**config.mk**
```make
export PLATFORM = sky130hd
export DESIGN_NAME = fft_peak_reader_flat
export DESIGN_NICKNAME = d
export VERILOG_FILES = /design/src/rtl/fft_peak_reader_if.sv /design/src/rtl/fft_peak_reader.sv /design/src/flat_wrapper.sv
export SDC_FILE = /design/constraint.sdc
export NUM_CORES = 1
export LEC_CHECK = 0
export CAP_MARGIN = 10
export CORE_MARGIN = 3
export CORE_UTILIZATION = 57
export CTS_CLUSTER_DIAMETER = 50
export DETAILED_ROUTE_END_ITERATION = 12
export MAX_ROUTING_LAYER = met4
export PLACE_DENSITY = 0.87
export REMOVE_ABC_BUFFERS = 1
export SETUP_SLACK_MARGIN = 0.5
export SYNTH_ARGS = -nofsm -noshare
export SYNTH_HDL_FRONTEND = slang
export SYNTH_SLANG_ARGS = --single-unit
```
**constraint.sdc**
```tcl
create_clock -name clk -period 7.5 [get_ports clk]
set_input_delay 1.5 -clock clk [delete_from_list [all_inputs] [get_ports clk]]
set_output_delay 1.5 -clock clk [all_outputs]
set_load 0.02 [all_outputs]
```
**src/rtl/fft_peak_reader_if.sv**
```systemverilog
// Bus between the FFT peak reader and its surroundings.
// It carries the wrapper handshake, the result RAM port and the result handshake.
interface fft_peak_reader_if #(
  parameter int AW = 10
);
  logic          fft_ready;
  logic          fft_go;
  logic [AW-1:0] rd_addr_fft;
  logic [27:0]   ram_q;
  logic [AW-1:0] peak_bin;
  logic [27:0]   peak_mag;
  logic          result_valid;
  logic          result_ack;
  logic          overrun;
  logic          abort_err;

  modport master (
    input  fft_ready, ram_q, result_ack,
    output fft_go, rd_addr_fft, peak_bin, peak_mag, result_valid, overrun, abort_err
  );

  modport slave (
    output fft_ready, ram_q, result_ack,
    input  fft_go, rd_addr_fft, peak_bin, peak_mag, result_valid, overrun, abort_err
  );
endinterface

```
**src/rtl/fft_peak_reader.sv**
```systemverilog
// Scans the FFT result RAM, finds the peak-magnitude bin and hands it downstream.
// Define FFT_PEAK_MAG_L1_EN to use |re|+|im| instead of re^2+im^2 as the magnitude.
module fft_peak_reader #(
  parameter int FFT_PTS = 1024,
  parameter int BIN_LO  = 1,
  parameter int BIN_HI  = 511,
  parameter int RD_LAT  = 1
) (
  input  logic clk,
  input  logic rst_n,
  fft_peak_reader_if.master bus
);
  localparam int AW     = $clog2(FFT_PTS);
  localparam int STAGES = RD_LAT;

  typedef enum logic [1:0] {IDLE, SCAN, DRAIN, RELEASE} state_t;

  state_t                   state;
  logic [STAGES:0]          vld_pipe;
  logic [STAGES:0][AW-1:0]  bin_pipe;
  logic [27:0]              mag, mag_nx, best_mag;
  logic [AW-1:0]            best_bin;
  logic                     issue;
  logic signed [13:0]       re, im;

  assign re    = bus.ram_q[27:14];
  assign im    = bus.ram_q[13:0];
  assign issue = (state == SCAN) && bus.fft_ready;

`ifdef FFT_PEAK_MAG_L1_EN
  logic [14:0] re_abs, im_abs;

  // Negation via invert+1 in 15 bits so -8192 maps to +8192.
  assign re_abs = re[13] ? 15'(~re) + 15'd1 : 15'(re);
  assign im_abs = im[13] ? 15'(~im) + 15'd1 : 15'(im);
  assign mag_nx = 28'(re_abs) + 28'(im_abs);
`else
  logic signed [27:0] re_w, im_w;

  // The sum peaks at 2^27 (re=im=-8192); read as unsigned it still fits 28 bits.
  assign re_w   = 28'(re);
  assign im_w   = 28'(im);
  assign mag_nx = $unsigned(re_w * re_w) + $unsigned(im_w * im_w);
`endif

  always_ff @(posedge clk) begin
    if (!rst_n) begin
      state            <= IDLE;
      vld_pipe         <= '0;
      bin_pipe         <= '0;
      mag              <= '0;
      best_mag         <= '0;
      best_bin         <= '0;
      bus.fft_go       <= 1'b0;
      bus.rd_addr_fft  <= '0;
      bus.peak_bin     <= '0;
      bus.peak_mag     <= '0;
      bus.result_valid <= 1'b0;
      bus.overrun      <= 1'b0;
      bus.abort_err    <= 1'b0;
    end else begin
      // Bit 0 is the address one cycle old; bit STAGES-1 lines up with ram_q.
      vld_pipe <= {vld_pipe[STAGES-1:0], issue};
      bin_pipe <= {bin_pipe[STAGES-1:0], bus.rd_addr_fft};

      if (vld_pipe[STAGES-1])
        mag <= mag_nx;

      // Strictly greater: on a tie the earlier (lower) bin is kept.
      if (vld_pipe[STAGES] && (mag > best_mag)) begin
        best_mag <= mag;
        best_bin <= bin_pipe[STAGES];
      end

      if (bus.result_valid && bus.result_ack)
        bus.result_valid <= 1'b0;

      case (state)
        IDLE: begin
          bus.fft_go <= 1'b0;
          if (bus.fft_ready) begin
            bus.rd_addr_fft <= AW'(BIN_LO);
            best_mag        <= '0;
            best_bin        <= AW'(BIN_LO);
            state           <= SCAN;
          end
        end

        SCAN: begin
          if (!bus.fft_ready) begin
            bus.abort_err <= 1'b1;
            vld_pipe      <= '0;
            state         <= IDLE;
          end else begin
            bus.rd_addr_fft <= bus.rd_addr_fft + AW'(1);
            if (bus.rd_addr_fft == AW'(BIN_HI))
              state <= DRAIN;
          end
        end

        DRAIN: begin
          // A latch here overrides a same-cycle ack, which shows up as overrun.
          if (vld_pipe == '0) begin
            bus.peak_bin     <= best_bin;
            bus.peak_mag     <= best_mag;
            bus.result_valid <= 1'b1;
            if (bus.result_valid)
              bus.overrun <= 1'b1;
            bus.fft_go <= 1'b1;
            state      <= RELEASE;
          end
        end

        RELEASE: begin
          if (!bus.fft_ready) begin
            bus.fft_go <= 1'b0;
            state      <= IDLE;
          end
        end

        default: state <= IDLE;
      endcase
    end
  end
endmodule

```
**src/flat_wrapper.sv**
```systemverilog
// flat-port wrapper written by rule: the top's interface ports become plain ports
module fft_peak_reader_flat 
#(
  parameter int FFT_PTS = 1024,
  parameter int BIN_LO  = 1,
  parameter int BIN_HI  = 511,
  parameter int RD_LAT  = 1
)
  (clk, rst_n, bus_fft_ready, bus_ram_q, bus_result_ack, bus_fft_go, bus_rd_addr_fft, bus_peak_bin, bus_peak_mag, bus_result_valid, bus_overrun, bus_abort_err);
  fft_peak_reader_if #(.AW(10)) bus_i ();
  input  logic clk;
  input  logic rst_n;
  input wire logic [$bits(bus_i.fft_ready)-1:0] bus_fft_ready;
  input wire logic [$bits(bus_i.ram_q)-1:0] bus_ram_q;
  input wire logic [$bits(bus_i.result_ack)-1:0] bus_result_ack;
  output wire logic [$bits(bus_i.fft_go)-1:0] bus_fft_go;
  output wire logic [$bits(bus_i.rd_addr_fft)-1:0] bus_rd_addr_fft;
  output wire logic [$bits(bus_i.peak_bin)-1:0] bus_peak_bin;
  output wire logic [$bits(bus_i.peak_mag)-1:0] bus_peak_mag;
  output wire logic [$bits(bus_i.result_valid)-1:0] bus_result_valid;
  output wire logic [$bits(bus_i.overrun)-1:0] bus_overrun;
  output wire logic [$bits(bus_i.abort_err)-1:0] bus_abort_err;
  assign bus_i.fft_ready = bus_fft_ready;
  assign bus_i.ram_q = bus_ram_q;
  assign bus_i.result_ack = bus_result_ack;
  assign bus_fft_go = bus_i.fft_go;
  assign bus_rd_addr_fft = bus_i.rd_addr_fft;
  assign bus_peak_bin = bus_i.peak_bin;
  assign bus_peak_mag = bus_i.peak_mag;
  assign bus_result_valid = bus_i.result_valid;
  assign bus_overrun = bus_i.overrun;
  assign bus_abort_err = bus_i.abort_err;
  fft_peak_reader #(.FFT_PTS(FFT_PTS), .BIN_LO(BIN_LO), .BIN_HI(BIN_HI), .RD_LAT(RD_LAT)) u_core (.clk(clk), .rst_n(rst_n), .bus(bus_i));
endmodule
```
* Word-level counts from Yosys, hierarchy flattened
Cells that the tools add are included.
** Word-level totals
- Register bits :: 142
- Bits of input ports :: 32
- Output and inout port bits :: 52
- Word-level logic and storage cells :: 65
** Cells by class
- $add $sub $neg :: 2
- Multipliers :: 2
- Magnitude comparators :: 1
- Eq/ne operators :: 9
- Mux-type cells :: 23
- Bitwise operators :: 1
- Reductions and logical operators :: 13
** Operators with widths (number)
- $mux 28 :: 3
- $mul 14x14->28 :: 2
- $mux 10 :: 5
- $add 28x28->28 :: 1
- $gt 28x28->1 :: 1
- $pmux 10 s2 :: 1
- $mux 2 :: 7
- $add 10x1->10 const B :: 1
- $eq 10x9->1 const B :: 1
- $reduce_and 3->1 :: 3
- $pmux 2 s4 :: 1
- $ne 2x2->1 const B :: 3
- $mux 1 :: 5
- $eq 2x2->1 const B :: 2
- $logic_not 2->1 :: 2
- $reduce_and 2->1 :: 2
- $reduce_and 4->1 :: 1
- $logic_and 1x1->1 :: 3
- $ne 3x3->1 const B :: 1
- $pmux 1 s3 :: 1
- $reduce_bool 3->1 :: 1
- $eq 2x1->1 const B :: 1
- $ne 2x1->1 const B :: 1
- $reduce_bool 2->1 :: 1
- $not 1->1 :: 1

* Depth between registers and ports, before layout
- Depth after elaboration :: 5
- Mapped depth :: 27
- Gate-level depth less buffers :: 25

* Least setup slack after synthesis
Ideal clock, no wire load.
- Path type :: input -> register
- From :: input bus_ram_q[0]
- To :: register u_core.mag[24]
- Data arrival time :: 7.995 ns
- Required time :: 7.375 ns
- Setup slack :: -0.620 ns
- Stages on the path :: 22
- Path buffers :: 1
- Path through :: clkbuf_1 nand2_1 inv_1 fa_1 inv_1 fa_1 inv_1 fa_1 fa_1 fa_1 fa_1 fa_1 inv_1 fa_1 inv_1 ha_1 o21ai_0 nor2b_1 a31oi_4 a32oi_1 nor4_1 o41a_1
** On the way
- Longest elaborated chain between the ends :: 2
** RTL lines
- start: declaration :: RTL line flat_wrapper.sv:14 : input wire logic [$bits(bus_i.ram_q)-1:0] bus_ram_q;
- $mul 14x14->28 :: RTL line fft_peak_reader.sv:43 : assign mag_nx = $unsigned(re_w * re_w) + $unsigned(im_w * im_w);
- $add 28x28->28 :: RTL line fft_peak_reader.sv:43
- end signal: assignment :: RTL line fft_peak_reader.sv:67 : mag <= mag_nx;
- end: declaration :: RTL line fft_peak_reader.sv:21 : logic [27:0] mag, mag_nx, best_mag;
Every way passes these cells.
A chain may end at the register's enable or synchronous reset.

* Worst setup path in the final report
- From :: input bus_ram_q[15]
- To :: register u_core.mag[19]
The elaborated chain is that of the path after synthesis.

==> results.md <==
- Status: finished with violations
- Violated checks: negative setup slack
- Drt pass-1 iters: 8
- CTS Buffer Depth: 2
- Setup ws final: -0.603 ns
- FF+latch count, synth: 142
- Total CTS buffers: 17
- Chip Height: 189 um
- Routed wire length: 63.2 mm
- Worst setup SP type: input pin
- Post-DR wirelength/cell: 22.3 um
- P&R area growth vs syn: 28.2%
- Share of layout cells above drive strength 1: 0.246
- EDFF count, synth: 0
- Final net count: 2959
- Hold Path Class: reg2reg
- Rel. slew slack: 0.411
- Critical Path End Type: flip-flop
- Synth Instances: 2041
- CP required: 7.76 ns
- HP Start: u_core.bin_pipe[6]
- Hold Vio Cnt, Final: 0
- Max-slew violation count: 0
- Global-route wire length before repair: between 80 and 90 mm
- Largest net degree at the start of global routing: 79
- Worst Hold Path EP: u_core.bin_pipe[16]
- Hold Path Depth: 1
- Vias in the first global route: 17900
- Worst skew pair latency: approximately 0.42 ns
- Setup Skew: 0.00920 ns
- R2r setup slk: around 4.2 ns
- DRT iter0 DRCs: about 1600
- Synth Flop Type: dfxtp_1
- Unrepaired setup endpoints after global routing: true
- Final HPWL from detailed placement: 38.8 mm
- Overall global routing resource usage: 0.326
- Most common cell after layout, fill and taps aside: inv_1
- Warnings, synthesis: 0
- Worst r2r dst: u_core.best_mag[11]
- Row count: 66
- # H-tree levels: 4
- Critical Path AT: 8.37 ns
- Antenna Violating Nets Remaining: 0
- Register area share after synthesis: 0.148
- Top Ports: 84
- Die Wd: between 150 and 200 um
- Slew @ Worst Pin: 0.883 ns
- Largest fanout on the critical path: 5
- CTS tree: done
- Placed cells: 2743
- Final setup viols: 14
- DR vias: between 15000 and 20000
- Distinct cells, synth: 57
- # DRC: 0
- Fillers: 1858
- Clock tree sinks: roughly 140
- Final min period: approximately 8 ns
- Non-filler cells in the finished layout: about 2800
- Critical register-to-register path startpoint: u_core.best_mag[6]
- Reg clk slew, reported paths: 0.06 ns
- Final Cycle Share: 1.08
- Peak Freq: 123 MHz
- CTS Root Cell: clkbuf_16
- Number of max-cap violations: 0
- Post-synth ARST share: 0
- PortBufs: 83
- Reg2reg path depth: 9
- Initial antenna violation count: 1
- Commonest cells after routing, fill and taps aside: inv_1, fa_1, buf_4
- Congestion Overflow GR: 0
- Kind of critical path: in2reg
- Via density: 5.79
- Routability cong.: approximately 1.0
- Area of the mapped netlist: 19200 um^2
- Syn_area_per_cell: around 9.4 um^2
- Initial core utilization: 0.583
- Die ar.: 35900 um^2
- Core ar.: 32900 um^2
==> worst max path at each step <==
stage	startpoint	endpoint	slack, ns	depth (start not counted)
6_report	bus_ram_q[15]	u_core.mag[19]	-0.60	26
5_1_grt	bus_ram_q[5]	u_core.mag[19]	-0.73	26
4_1_cts	bus_ram_q[17]	u_core.mag[25]	0.07	25
3_5_place_dp	bus_ram_q[27]	u_core.mag[24]	-1.15	23
3_3_place_gp	bus_ram_q[19]	u_core.mag[24]	-0.91	22
2_1_floorplan	bus_ram_q[13]	u_core.mag[24]	-0.44	21
==> kinds of logic (layout without fill, tap and decap cells) <==
kind of cell | Yosys count | in the layout | synth area share
buf+inv | 569 | 923 | 0.113
compound gates | 166 | 166 | 0.0554
xor+xnor | 43 | 43 | 0.0196
fa+ha+maj | 545 | 545 | 0.514
flops | 142 | 142 | 0.148
mux | 51 | 51 | 0.0268
simple gates | 525 | 525 | 0.124
other cells | 0 | 1 | 0
==> cells in the mapped netlist (4+ instances only) <==
| master | number | area share |
|---|---|---|
| nand3_1 | 10 | 0.0026 |
| o21ai_1 | 7 | 0.0018 |
| clkbuf_1 | 61 | 0.012 |
| a31oi_1 | 5 | 0.0016 |
| inv_1 | 499 | 0.098 |
| nor3_1 | 9 | 0.0023 |
| nand2_1 | 271 | 0.053 |
| and3_1 | 12 | 0.0039 |
| a21o_1 | 16 | 0.0063 |
| mux2i_1 | 49 | 0.026 |
| nor2_1 | 95 | 0.019 |
| and4_1 | 6 | 0.0027 |
| o21a_1 | 9 | 0.0035 |
| nand4_1 | 4 | 0.0013 |
| o21ai_0 | 20 | 0.0052 |
| nor2b_1 | 11 | 0.0036 |
| ha_1 | 142 | 0.093 |
| dfxtp_1 | 142 | 0.15 |
| a211oi_1 | 11 | 0.0043 |
| nand2b_1 | 8 | 0.0026 |
| xnor2_1 | 33 | 0.015 |
| and2_1 | 89 | 0.029 |
| a21oi_1 | 67 | 0.017 |
| xor2_1 | 10 | 0.0046 |
| fa_1 | 403 | 0.42 |
==> stage by stage <==
| stage | hold WS, ns | setup WS [ns] | setup TNS (ns) | utilization | area (um^2) |
|---|---|---|---|---|---|
| after detailed placement | 0.425 | -1.15 | -15.14 | 0.674 | 22200 |
| after CTS | 0.440 | 0.0722 | 0 | 0.731 | 24000 |
| after global placement | 0.420 | -0.908 | -11.60 | 0.674 | 22200 |
| final | 0.441 | -0.603 | -5.48 | 0.747 | 24600 |
| after global routing | 0.451 | -0.730 | -6.90 | 0.747 | 24600 |
| after floorplan | 0.412 | -0.445 | -1.36 | - | 18900 |
==> state kept, by name, summed over array words and instances, names as in the netlist, named ones only <==
register                 count
u_core.bus.peak_bin         10
u_core.state                 1
u_core.bus.overrun           1
u_core.bus.result_valid      1
u_core.bin_pipe             20
u_core.mag                  28
u_core.bus.rd_addr_fft      10
u_core.bus.fft_go            1
u_core.bus.peak_mag         28
u_core.vld_pipe              2
u_core.bus.abort_err         1
u_core.best_mag             28
u_core.best_bin             10
==> critical path, stage by stage <==
cell	delay, ns
buf_6	0.09
buf_8	0.14
buf_6	0.12
and2_4	0.16
fa_1	0.53
fa_1	0.52
inv_2	0.04
fa_1	0.52
inv_2	0.05
fa_1	0.45
fa_1	0.51
inv_2	0.04
fa_1	0.81
inv_2	0.10
fa_2	0.40
ha_4	0.19
ha_4	0.17
buf_6	0.14
nor4_4	0.43
o21ai_4	0.14
buf_4	0.18
a311oi_2	0.45
or2_1	0.20
a31oi_1	0.12
xnor2_1	0.23
a211oi_1	0.11
==> cell type report <==
| class | count | area [um^2] | share of cell area |
|---|---|---|---|
| multi-input combinational | 1330 | 15200 | 0.619 |
| timing repair buffer | 390 | 3450 | 0.140 |
| sequential | 142 | 2840 | 0.116 |
| inverter | 501 | 1900 | 0.0775 |
| tap | 442 | 553 | 0.0225 |
| clock buffer | 23 | 488 | 0.0199 |
| clock inverter | 9 | 109 | 0.00443 |
| antenna | 1 | 2.50 | 0.000102 |
==> routing by layer <==
metal  track usage  vias to the layer above  share of wire
met5             -                        -              0
met4         0.187                        0          0.094
met3        0.0555                      556          0.087
met2         0.560                     1163           0.50
met1         0.357                     7950           0.32
li1              -                     6773              -
==> timing repair <==
action / 4_1_cts / 5_1_grt
endpoints found under the hold margin: 0 / 0
pin swaps: 160 / 65
buffers inserted: 42 / 15
gates resized for setup: 363 / 108
setup endpoints to repair: 20 / 19
hold buffers: 0 / 0
cloned: 5 / 0
Power is not shown: default switching activity piles up to over one toggle a cycle in this logic, so the estimate is an artifact.
==> RTL change: new RTL, same settings <==
`RD_LAT` is set to 1 in 2 places; all go to 2.
--- a/src/rtl/fft_peak_reader.sv
+++ b/src/rtl/fft_peak_reader.sv
@@ -5,5 +5,5 @@
   parameter int BIN_LO  = 1,
   parameter int BIN_HI  = 511,
-  parameter int RD_LAT  = 1
+  parameter int RD_LAT  = 2
 ) (
   input  logic clk,
--- a/src/flat_wrapper.sv
+++ b/src/flat_wrapper.sv
@@ -5,5 +5,5 @@
   parameter int BIN_LO  = 1,
   parameter int BIN_HI  = 511,
-  parameter int RD_LAT  = 1
+  parameter int RD_LAT  = 2
 )
   (clk, rst_n, bus_fft_ready, bus_ram_q, bus_result_ack, bus_fft_go, bus_rd_addr_fft, bus_peak_bin, bus_peak_mag, bus_result_valid, bus_overrun, bus_abort_err);
Behaviour: no difference found for any inputs over 10 cycles, from zero or initial values and one cycle with rst_n low; that may be too few to reach the edited logic, so the function may still have changed.
==> RTL change against the original RTL <==
The run still ends with setup timing left; routed wire length is 1.2% higher; final area is 0.55% higher; count of clock-buffer cells in the layout is 5 lower; sequential cell count is 11 higher; via count is 3.1% higher; area after synthesis is 1.0% higher; global-route usage is 0.085 points higher; setup slack better by 0.33 ns; fmax is 4.2% higher; synthesized cell count is 1.2% higher; clock skew is 0.0014 ns higher.
Power is left out: the tool's default activity adds up to more than one toggle a clock period on the data nets, which glitch-free logic cannot reach.
==> RTL change: results <==
min_path:
  hold_path_depth: 1
  hold_class: "reg -> reg"
  min_to: "u_core.bin_pipe[23]$_SDFF_PN0_"
  min_from: "u_core.bin_pipe[13]$_SDFF_PN0_"
timing:
  clock_skew_ns: 0.01058
  relSlewSlack_pct: 38.16
  setup_tns_ns: -2.375
  finalSetupViolCount: 14
  holdWs_ns: 0.4320
  setup_ws_ns: -0.2781
grt:
  grt_util_all_layers_pct: 32.64
  grt_pass1_wl_mm: 90.00
  antenna_found_initial: 2
  grt_pass1_vias: 18160
  grt_max_degree: 72
place:
  numPortBuffers: 83
  dp.cells: 2745
  dpl_cell_area_sq_mm: 0.02224
  place_congestion: 1.007
  hpwl_mm: 39.16
cts:
  cts.clk_slew.worst_paths_ns: 0.07
  clk_latency_ns: 0.43
  clockBufferDepth: 2
  root_buffer: "clkbuf_16"
  numCtsBuffers: 17
  h-tree-depth: 4
worst_setup_path:
  worstPathArrival_ns: 8.06
  r2r_end: "u_core.best_mag[13]$_SDFF_PN0_"
  rr_startpoint: "u_core.best_mag[27]$_SDFF_PN0_"
  reg2reg_depth: 9
  critical_path.slowest_cell: "fa_2"
  path_max_fanout: 4
  r2r_slack_ns: 3.93
  critical-path-top-delay-family: "adder cells"
  slowest_delay_ns: 0.73
final_layout:
  instances_no_fill: 2863
  nNetsFinal: 2983
  drive_gt1_share_pct: 25.22
  largest_reg_flops: 30
  largest_register: "u_core.bin_pipe"
yosys:
  synth_async_sr_flop_share_pct: 0
  synth_flop_cell: "dfxtp_1"
  ys_seq_area_share_pct: 15.82
  yosys_warnings: 0
  synthTopCellsByArea: "fa_1 (42%), dfxtp_1 (16%), inv_1 (9.6%), ha_1 (9.2%), nand2_1 (4.0%)"
  yosys-top-cells-count: "inv_1 (494), fa_1 (403), nand2_1 (208), dfxtp_1 (153), ha_1 (142)"
  synthCells: 2066
  yosysUniqueCellTypes: 56
route:
  first_pass_iters: 8
  drt-wirelength-per-cell_um: 22.34
  vias: 16960
  first_iter_violations: 1740
outcome:
  violations: "setup timing"
  outcome: "complete, but fails checks"
[RTL change: cell types whose count changed after synthesis, moves of 21 or more]
cell,delta
mux2i_1,-37
o21ai_0,+36
nand2_1,-63
nand3_1,+37
and2_1,+21
a21oi_1,+40
[RTL change: timing repair]
action	4_1_cts	5_1_grt
buffers inserted	61	18
gates cloned	4	0
pin swaps	164	121
setup endpoints to repair	20	19
resized for setup	320	127
[RTL change: worst max path at each step]
stage / start / endpoint / slack, ns / cells after the start
final: bus_ram_q[21] / u_core.mag[19]$_SDFFE_PN0P_ / -0.28 / 24
after global routing: bus_ram_q[21] / u_core.mag[19]$_SDFFE_PN0P_ / -0.33 / 24
after CTS: bus_ram_q[2] / u_core.mag[24]$_SDFFE_PN0P_ / 0.15 / 23
after floorplan: bus_ram_q[27] / u_core.mag[24]$_SDFFE_PN0P_ / -0.28 / 22
after global placement: bus_ram_q[19] / u_core.mag[19]$_SDFFE_PN0P_ / -0.92 / 23
after detailed placement: bus_ram_q[19] / u_core.mag[24]$_SDFFE_PN0P_ / -1.04 / 23
[RTL change: logic make-up after synthesis]
kind of cell	Yosys count	share of synthesized area (%)
flip-flops	153	15.82
buffers and inverters	571	11.17
AND/OR/NAND/NOR	503	12.19
adder cells (fa/ha/maj)	545	50.85
AO/OA/AOI/OAI	233	7.109
multiplexers	14	0.7367
XOR/XNOR	47	2.126
[RTL change: layout make-up]
type,instances,area (sq um)
repair buffers,397,3426
flip-flops and latches,153,3063
inverters,495,1878
well taps,442,553.0
clock inverters,14,182.7
clock buffers,18,439.2
multi-input cells,1342,15150
fillers,1870,8330
diodes,2,5.005
[RTL change: stage by stage]
step,setup WS (ns),util (%)
finish,-0.2781,74.78
global route,-0.3294,74.78
CTS,0.1458,73.09
detailed placement,-1.044,67.32
global placement,-0.9231,67.32
floorplan,-0.2836,-
[RTL change: worst reg2reg max path: cells and delay by family (launching register included)]
| family | cells | cell delay (ns) |
|---|---|---|
| compound gates | 3 | 1.17 |
| fa+ha+maj | 1 | 0.29 |
| simple gates | 3 | 1.17 |
| buf+inv | 2 | 0.47 |
| flops | 1 | 0.38 |
[RTL change: per-layer routing]
layer	global-route usage (%)	wire length (um)	up-vias
met5	-	0	-
met1	35.05	20050	8200
met2	57.13	31540	1286
li1	-	-	6892
met3	5.827	6705	581
met4	18.32	5664	0
